File: config.mk
export PLATFORM = sky130hd
export DESIGN_NAME = sram_like_arbiter
export DESIGN_NICKNAME = d
export VERILOG_FILES = /design/src/rtl/sram_like_arbiter.sv
export SDC_FILE = /design/constraint.sdc
export NUM_CORES = 1
export LEC_CHECK = 0
export BUFFER_PORTS_ARGS = -buffer_cell sky130_fd_sc_hd__buf_2
export CORE_AREA = 3 3 108 110
export CTS_CLUSTER_DIAMETER = 120
export CTS_CLUSTER_SIZE = 8
export DETAILED_ROUTE_END_ITERATION = 12
export DIE_AREA = 0 0 111 113
export SLEW_MARGIN = 15
export SYNTH_ARGS = -nofsm -noshare
export SYNTH_HDL_FRONTEND = slang
export SYNTH_SLANG_ARGS = --single-unit
File: constraint.sdc
create_clock -name clk -period 2.9 [get_ports clk]
set_input_delay 0.58 -clock clk [delete_from_list [all_inputs] [get_ports clk]]
set_output_delay 0.58 -clock clk [all_outputs]
set_load 0.01 [all_outputs]
File: src/rtl/sram_like_arbiter.sv
// Merges inst/data SRAM-like masters onto one in-order slave; data wins unless a handshake is locked.
// Zero latency: addr_ok and data_ok route combinationally; grants stop while OUT_DEPTH responses are owed.
module sram_like_arbiter #(
  parameter int OUT_DEPTH = 4
) (
  input  logic        clk,
  input  logic        resetn,
  input  logic        inst_sram_req,
  input  logic [1:0]  inst_sram_size,
  input  logic [31:0] inst_sram_addr,
  output logic        inst_sram_addr_ok,
  output logic        inst_sram_data_ok,
  output logic [31:0] inst_sram_rdata,
  input  logic        data_sram_req,
  input  logic        data_sram_wr,
  input  logic [1:0]  data_sram_size,
  input  logic [3:0]  data_sram_wstrb,
  input  logic [31:0] data_sram_addr,
  input  logic [31:0] data_sram_wdata,
  output logic        data_sram_addr_ok,
  output logic        data_sram_data_ok,
  output logic [31:0] data_sram_rdata,
  output logic        mem_req,
  output logic        mem_wr,
  output logic [1:0]  mem_size,
  output logic [3:0]  mem_wstrb,
  output logic [31:0] mem_addr,
  output logic [31:0] mem_wdata,
  input  logic        mem_addr_ok,
  input  logic        mem_data_ok,
  input  logic [31:0] mem_rdata
);

  localparam int PW = (OUT_DEPTH > 1) ? $clog2(OUT_DEPTH) : 1;
  localparam int CW = $clog2(OUT_DEPTH + 1);
  localparam logic SRC_INST = 1'b0;
  localparam logic SRC_DATA = 1'b1;

  logic                 lock_q, lock_d;
  logic                 locked_src_q, locked_src_d;
  logic [CW-1:0]        cnt_q, cnt_d;
  logic [PW-1:0]        wptr_q, wptr_d;
  logic [PW-1:0]        rptr_q, rptr_d;
  logic [OUT_DEPTH-1:0] id_q, id_d;

  logic full;
  logic grant_vld;
  logic grant_src;
  logic push;
  logic pop;
  logic head_src;

  always_comb begin
    full      = (cnt_q == CW'(OUT_DEPTH));
    grant_vld = 1'b0;
    grant_src = SRC_INST;
    // Reset and a full ID FIFO both suppress any grant.
    if (resetn && !full) begin
      if (lock_q) begin
        grant_vld = 1'b1;
        grant_src = locked_src_q;
      end else if (data_sram_req) begin
        grant_vld = 1'b1;
        grant_src = SRC_DATA;
      end else if (inst_sram_req) begin
        grant_vld = 1'b1;
        grant_src = SRC_INST;
      end
    end

    mem_req   = grant_vld & ((grant_src == SRC_DATA) ? data_sram_req : inst_sram_req);
    mem_wr    = grant_vld & (grant_src == SRC_DATA) & data_sram_wr;
    mem_size  = !grant_vld ? 2'b0 : ((grant_src == SRC_DATA) ? data_sram_size : inst_sram_size);
    mem_wstrb = (grant_vld && grant_src == SRC_DATA) ? data_sram_wstrb : 4'b0;
    mem_addr  = !grant_vld ? 32'b0 : ((grant_src == SRC_DATA) ? data_sram_addr : inst_sram_addr);
    mem_wdata = (grant_vld && grant_src == SRC_DATA) ? data_sram_wdata : 32'b0;

    inst_sram_addr_ok = mem_req & (grant_src == SRC_INST) & mem_addr_ok;
    data_sram_addr_ok = mem_req & (grant_src == SRC_DATA) & mem_addr_ok;

    push     = mem_req & mem_addr_ok;
    pop      = resetn & mem_data_ok & (cnt_q != '0);
    head_src = id_q[rptr_q];

    inst_sram_data_ok = pop & (head_src == SRC_INST);
    data_sram_data_ok = pop & (head_src == SRC_DATA);
    inst_sram_rdata   = resetn ? mem_rdata : 32'b0;
    data_sram_rdata   = resetn ? mem_rdata : 32'b0;
  end

  always_comb begin
    lock_d       = lock_q;
    locked_src_d = locked_src_q;
    // A presented but unaccepted request pins the grant until the bridge takes it.
    if (mem_req) begin
      lock_d       = ~mem_addr_ok;
      locked_src_d = grant_src;
    end

    id_d = id_q;
    if (push) begin
      id_d[wptr_q] = grant_src;
    end
    wptr_d = wptr_q + PW'(push);
    rptr_d = rptr_q + PW'(pop);
    cnt_d  = cnt_q + CW'(push) - CW'(pop);
  end

  always_ff @(posedge clk) begin
    if (!resetn) begin
      lock_q       <= 1'b0;
      locked_src_q <= SRC_INST;
      cnt_q        <= '0;
      wptr_q       <= '0;
      rptr_q       <= '0;
      id_q         <= '0;
    end else begin
      lock_q       <= lock_d;
      locked_src_q <= locked_src_d;
      cnt_q        <= cnt_d;
      wptr_q       <= wptr_d;
      rptr_q       <= rptr_d;
      id_q         <= id_d;
    end
  end

endmodule

==> results.md <==
- Status: finished clean
- Compound-Gate Fraction of Synth Area: 10.7%
- Initial Utilization: 17.6%
- Fillcell total: 1218
- Die Width: 111 µm
- Top cells by area, synth: nand2_1 15%, dfxtp_1 14%, and2_1 13%
- Post-DP HPWL: 7.12 mm
- Final period util: 88.5%
- Simple-Gate Fraction of Synth Area: 44.7%
- Cell taking the most area after synthesis: nand2_1
- Cell area after synthesis: 0.00190 mm²
- Clk slew on worst S/H paths: 50 ps
- Multiplexer share of the synthesized area: 6.39%
- Crit-path max FO: 36
- Worst-path cell chain: buf_2 > o31ai_1 > or2_2 > buf_12 > nor2_1 > nor2_1 > buf_2
- Layout cells sized above 1: 56.3%
- NumNets Final: 682
- Post-Syn Instances: 296
- Antenna cells: 0
- Detailed Routing Iterations Pass 1: 4
- GRT Util Overall: 11.5%
- DR WL/cell: 12.2 µm
- Total core area: 0.0108 mm²
- Post-CTS Setup Inserts: 0
- Max clock buf depth: 2
- F_max: 390 MHz
- Setup violators final: 0
- Routability congestion estimate from global placement: 0.784
- Largest stage delay, worst path: 480 ps
- Post-layout util: 30.3%
- Fin crit period: 2570 ps
- Die Ht: 113 µm
- Ys Warns: 0
- CTS buffer count: 3
- Largest net degree at the start of global routing: 66
- Synth Area in Adders: 3.69%
- Crit Path Category: in -> out
- Pleak: 2.15 nW
- Startpoint Class: primary input
- Via count: 2712
- CTS hold repair buffers: 0
- Top-area cell type share of the netlist area: 14.6%
- Total grt overflow: 0
- Storage cell area: 260 µm²
- Number of routed nets with antenna violations: 0
- TNS Setup: 0 ps
- XOR/XNOR share of the synthesized area: 1.84%
- Unrepaired setup endpoints after global routing: no
- Clk_skew: 3.40 ps
- Rel. slew slack: 59.7%
- Area delta synth->final: 72.0%
- Nature of the critical path endpoint: primary output
- Root Buffer: clkbuf_8
- Initial antenna violation count: 1
- H-tree Lvls: 1
- Distinct cells, synth: 33
- Number of gates resized after cts: 0
- Max-cap viol count: 0
- Post-synth ARST share: 0%
- Final Hold Vio Count: 0
- Max-slew violations: 0
- Clock Sinks: 13
- Seq/Total Area, Yosys: 13.7%
- Peak VDD IR: 0.229 mV
- Worst-margin pin slew: 596 ps
- Vias in the first global route: 2484
- Critical-path top delay cell: o31ai_1
- Largest family of logic cells by synthesized area: simple AND/OR/NAND/NOR gates
- Port Buf Inserts: 282
- Residual DRC: 0
- Initial DRC count: 101
- Worst skew pair latency: 250 ps
- Io pins: 283
- Register bit total from synthesis: 13
- Core Rows: 38
- TritonCTS clock tree: done
- Vias/cell: 4.03
- Arrival @ worst endpoint: 1990 ps
- Die area: 0.0125 mm²
- Design Power: 1.21 mW
- First-pass GRT wire length: 12.2 mm
- Pwr dens: 371 mW/mm²
- Routed WL: 8.23 mm
- Multi-input logic area: 0.00128 mm²
- Syn Area/Cell: 6.42 µm²
- Net Count, Synth: 444
- Top FF cell, synth: dfxtp_1
- Min-delay worst type: reg -> reg
- Post-synth EDFFs: 0
- CP required: 2320 ps
path summary, 6_finish.rpt:
kind | startpoint | slack [ps] | cells after the start | endpoint
setup / recovery | data_sram_req | 330 | 7 | inst_sram_addr_ok
hold / removal | id_q[0] | 460 | 2 | id_q[0]
setup reg to reg | cnt_q[1] | 540 | 8 | cnt_q[2]
hold reg to reg | id_q[0] | 460 | 2 | id_q[0]
worst max-delay path, delay by kind of cell:
kind                   cells  cell delay [ps]
AND/OR/NAND/NOR            3              450
AO/OA/AOI/OAI              1              480
buffers and inverters      3              470
layout by cell type, fill, tap and decap left out, types with 2 or more instances in the layout:
master and instances:
ha_1 4, buf_12 2, mux2i_1 5, nor2_1 6
clkbuf_8 3, buf_2 282, buf_4 4, nand2_1 74
a21oi_1 34, and4b_1 2, and2_1 39, xor2_1 3
and3_1 37, inv_1 6, dfxtp_1 13
metal layers:
metal	share of wire [%]	up-vias	GRT usage [%]
met5	0.16	-	0
met2	52	164	22.1
met4	0.36	2	1.40
met3	10	6	2.67
met1	37	1128	13.3
li1	-	1412	-
Yosys cell counts, types with 2 or more instances:
cell type	number
dfxtp_1	13
buf_4	32
mux2i_1	5
clkbuf_1	16
and2_1	39
xor2_1	3
a21oi_1	34
nand2_1	74
ha_1	4
inv_1	6
nor2_1	6
and4b_1	2
buf_2	6
and3_1	37
state kept, by name (all words and copies together) (netlist names):
register	count
rptr_q	2
cnt_q	3
locked_src_q	1
lock_q	1
wptr_q	2
id_q	4
metrics by stage:
| step | instance area [µm²] | setup slack, ps | cells | hold WS, ps |
|---|---|---|---|---|
| final | 3270 | 335 | 673 | 460 |
| after global routing | 3270 | 139 | 673 | 487 |
| after CTS | 3270 | 303 | 673 | 461 |
| after detailed placement | 3220 | 284 | 669 | 448 |
| after global placement | 3220 | 330 | 669 | 454 |
| after floorplan | 1900 | 455 | 296 | 432 |
cells by family (layout without fill, tap and decap cells):
kind of cell | Yosys count | count (layout)
AO/OA/AOI/OAI | 38 | 38
XOR/XNOR | 4 | 4
adder cells (fa/ha/maj) | 5 | 5
buffers and inverters | 62 | 299
flip-flops | 13 | 13
multiplexers | 9 | 9
AND/OR/NAND/NOR | 165 | 165
area by class of cell:
type                    count  area share, %
flip-flops and latches     13           7.97
clock buffers               4           1.38
inverters                   7          0.804
repair buffers            288           45.3
multi-input cells         221           39.1
well taps                 140           5.36
power breakdown:
part,leakage (nW),internal [mW],switching (mW),total [mW]
Clock,0.0228,0.0971,0.0643,0.161
Sequential,0.106,0.206,0.0270,0.233
Combinational,2.02,0.364,0.456,0.820
Total,2.15,0.666,0.547,1.21
Note: power is estimated with default switching activity, not from simulation.
